<file path="src/rtl/encoder_pkg.sv">
// rtl/encoder_pkg.sv - shared constants and helpers for the decoder/encoder family
package encoder_pkg;

    localparam int RESET_IDX = 0;

    function automatic int clog2(input int value);
        int result;
        result = 0;
        while ((1 << result) < value) begin
            result = result + 1;
        end
        return result;
    endfunction

endpackage

</file>
<file path="src/rtl/lowest_set_sel.sv">
// rtl/lowest_set_sel.sv - combinational lowest-set-bit selector: index, found flag, one-hot
import encoder_pkg::*;

module lowest_set_sel #(
    parameter int N = 4,
    parameter int W = clog2(N)
) (
    input  logic [N-1:0] vec,
    output logic [W-1:0] idx,
    output logic         found,
    output logic [N-1:0] onehot
);

    // Scan from the top down so the lowest set bit is the last one written.
    always_comb begin
        idx    = '0;
        onehot = '0;
        found  = |vec;
        for (int i = N - 1; i >= 0; i--) begin
            if (vec[i]) begin
                idx    = W'(i);
                onehot = N'(1) << i;
            end
        end
    end

endmodule

</file>
<file path="src/rtl/priority_encoder_stream.sv">
// rtl/priority_encoder_stream.sv - sticky request collector emitting lowest index per handshake
import encoder_pkg::*;

module priority_encoder_stream #(
    parameter int N = 4,
    parameter int W = clog2(N)
) (
    input  logic         clk,
    input  logic         rst_n,
    input  logic [N-1:0] req,
    output logic         out_valid,
    output logic [W-1:0] out_idx,
    input  logic         out_ready,
    output logic [N-1:0] pending,
    output logic         merged,
    output logic         busy
);

    logic [N-1:0] eff;
    logic         load;
    logic [W-1:0] sel_idx;
    logic         sel_found;
    logic [N-1:0] sel_onehot;

    assign eff  = pending | req;
    assign load = ~out_valid | out_ready;
    assign busy = out_valid | (|pending);

    lowest_set_sel #(
        .N(N),
        .W(W)
    ) u_sel (
        .vec    (eff),
        .idx    (sel_idx),
        .found  (sel_found),
        .onehot (sel_onehot)
    );

    // A request matching the index being loaded is consumed; one matching a held,
    // unaccepted index lands in pending as a fresh request.
    always_ff @(posedge clk or negedge rst_n) begin
        if (!rst_n) begin
            out_valid <= 1'b0;
            out_idx   <= W'(RESET_IDX);
            pending   <= '0;
            merged    <= 1'b0;
        end else begin
            merged <= |(req & pending);
            if (load) begin
                if (sel_found) begin
                    out_valid <= 1'b1;
                    out_idx   <= sel_idx;
                    pending   <= eff & ~sel_onehot;
                end else begin
                    out_valid <= 1'b0;
                    pending   <= '0;
                end
            end else begin
                pending <= eff;
            end
        end
    end

endmodule

</file>
<file path="config.mk">
export PLATFORM = sky130hd
export DESIGN_NAME = priority_encoder_stream
export DESIGN_NICKNAME = d
export VERILOG_FILES = /design/src/rtl/encoder_pkg.sv /design/src/rtl/lowest_set_sel.sv /design/src/rtl/priority_encoder_stream.sv
export SDC_FILE = /design/constraint.sdc
export NUM_CORES = 1
export LEC_CHECK = 0
export ABC_AREA = 1
export CAP_MARGIN = 20
export CORE_AREA = 2 2 39 41
export CTS_CLUSTER_SIZE = 16
export DETAILED_ROUTE_END_ITERATION = 6
export DIE_AREA = 0 0 41 43
export PLACE_DENSITY = 0.65
export REMOVE_ABC_BUFFERS = 1
export SKIP_LAST_GASP = 1
export SYNTH_ARGS = -nofsm -noshare
export SYNTH_HDL_FRONTEND = slang
export SYNTH_SLANG_ARGS = --single-unit
</file>
<file path="constraint.sdc">
create_clock -name clk -period 2.89 [get_ports clk]
set_clock_uncertainty 0.05 [all_clocks]
set_input_delay 0.4335 -clock clk [delete_from_list [all_inputs] [get_ports clk]]
set_output_delay 0.4335 -clock clk [all_outputs]
set_load 0.005 [all_outputs]
</file>
==> results.md <==
* Global route total overflow at 0
* Avg WL per Cell at 10.1 um
* Share of post-route cells with drive strength above 1 at 0.224
* Synth top area cells: dfrtp_1, nor2_4, nand2_1, inv_1, nand2_2
* Top_reg_cell synth: dfrtp_1
* ANT cells at 0
* Place WS at 1.27 ns
* Setup crit start kind: flop
* CTS resizes at 0
* Post-synthesis sequential area ratio at 0.475
* First-pass GRT wire length at 1430 um
* Via density at 4.46
* First-pass DRT Iterations at 3
* Area grow syn2layout at 45.7%
* Layout Utilization at 0.444
* CP arrival at 1.40 ns
* Remaining DRCs at 0
* Setup TNS at 0 ns
* Post-synth EDFFs at 0
* Post-synth top cells: nand2_1, inv_1, dfrtp_1
* Finished Layout Cells at 83
* Clock-pin slew on the worst setup and hold paths at 0.05 ns
* Num rows at 14
* Fmax at 532 MHz
* Initial Util at 0.305
* RSZ-0062 raised after global routing: false
* CTS Buf Count at 3
* Via count at 370
* Worst slew margin at 0.759
* CTS sink cnt at 8
* Final hold violations at 0
* Hold Crit Class: in2async
* Crit-path max FO at 4
* Status: completed
* Final Max Tran Viols at 0
* Post-Syn Area at 422 sq um
* Hold_buf cts at 0
* Routed WL at 838 um
* Worst Path Class, Setup: reg2out
* Worst-Skew Late Latency at 0.26 ns
* Final WS setup at 1.01 ns
* Yosys warning count at 0
* Yosys top cell area share at 0.475
* Die width at 41 um
* Vias in the first global route at 384
* Worst vdd ir at 0.000136 V
* Die Span Y at 43 um
* Post-synthesis async set-or-reset flop share at 1.00
* Final total power at 0.000253 W
* I/O Buffers at 15
* Core box area at 0.00138 sq mm
* Max Cap Violations at 0
* Initial DRC Count at 4
* Critical Path RT at 2.41 ns
* RD Place Congestion at 0.727
* Synth area leader: dfrtp_1
* P_leak at 0.287 nW
* Cell with the most instances after synthesis: nand2_1
* GR Util All Layers at 0.132
* Synthesized flop and latch total at 8
* Final worst path period share at 0.650
* Yosys cell types at 13
* Crit. End Element: primary output
* CTS tree: yes
* Largest net degree at the start of global routing at 9
* Worst Tran Pin Value at 0.360 ns
* Placed Cells at 80
* Die area at 0.00176 sq mm
* Final worst path period need at 1.88 ns
* NumNets Final at 76
* Clock Root Buffer: clkbuf_4
* Final setup fails at 0
* Avg Cell Area, Syn at 8.61 sq um
* Buffer depth of the longest clock path at 2
* Setup bufs post-CTS at 0
* P per Cell Area at 411 mW/mm^2
* Post-DP HPWL at 686 um
* Initial antenna violation count at 0
* Synth Instances at 49
* Max H-tree Level at 1
* Filler Cells Inserted at 154
* IO Pins at 16
* DRT antenna net count at 0
state kept, by name, indices dropped and copies added, names as in the netlist:
register   cells
pending        4
out_valid      1
merged         1
out_idx        2
placed cells by master (no fill, tap or decap), types with 2 or more instances in the layout:
cell type        synthesis  final
clkdlybuf4s50_1          0     15
nand2_1                 11     11
inv_1                    9      9
dfrtp_1                  8      8
nand2_2                  5      5
nor2_4                   5      5
clkbuf_4                 0      3
o21ai_1                  2      2
nor2_1                   2      2
nand3_1                  2      2
worst max-delay path, cell delays in order, from the launching register on:
cell and delay [ns]:
dfrtp_1 0.42, nor3_1 0.19, nand3_1 0.08, clkdlybuf4s50_1 0.44
cell type report:
class	count	area, sq um	area share
sequential	8	200	0.326
clock buffer	3	22.5	0.0367
inverter	10	37.5	0.0611
timing repair buffer	15	150	0.244
multi-input combinational	31	184	0.299
tap	16	20.0	0.0326
worst paths after layout:
kind,start,to,slack [ns],depth (start not counted)
worst min register to register,out_idx[0]$_DFFE_PN0P_,out_idx[0]$_DFFE_PN0P_,0.43,2
min in group clk,out_idx[0]$_DFFE_PN0P_,out_idx[0]$_DFFE_PN0P_,0.43,2
worst max register to register,pending[1]$_DFF_PN0_,out_idx[0]$_DFFE_PN0P_,1.84,6
worst min-delay path,rst_n,pending[0]$_DFF_PN0_,0.40,1
max in group asynchronous,rst_n,pending[1]$_DFF_PN0_,2.13,1
worst max-delay path,pending[0]$_DFF_PN0_,busy,1.01,3
logic make-up after synthesis:
family	Yosys count	share of synthesized area
and+or+nand+nor	26	0.359
AOI/OAI and AO/OA	5	0.0771
DFF	8	0.475
buffers and inverters	10	0.0890
power breakdown:
group | total (W) | switching, W | internal (W)
clock network | 0.0000863 | 0.0000387 | 0.0000476
registers | 0.000124 | 0.00000577 | 0.000118
logic | 0.0000429 | 0.0000192 | 0.0000236
total | 0.000253 | 0.0000637 | 0.000189
metal layers:
metal,GRT usage,wire length (um),vias to the layer above
li1,-,-,187
met1,0.123,357,161
met2,0.197,361,17
met3,0.0471,75,5
met4,0.140,44,0
met5,0,0,-
stage by stage:
step / area, sq um / hold slack (ns)
2_1_floorplan: 422 / 0.0879
3_3_place_gp: 592 / 0.406
3_5_place_dp: 592 / 0.415
4_1_cts: 614 / 0.419
5_1_grt: 614 / 0.435
6_report: 614 / 0.403
Note: power is estimated with default switching activity, not from simulation.
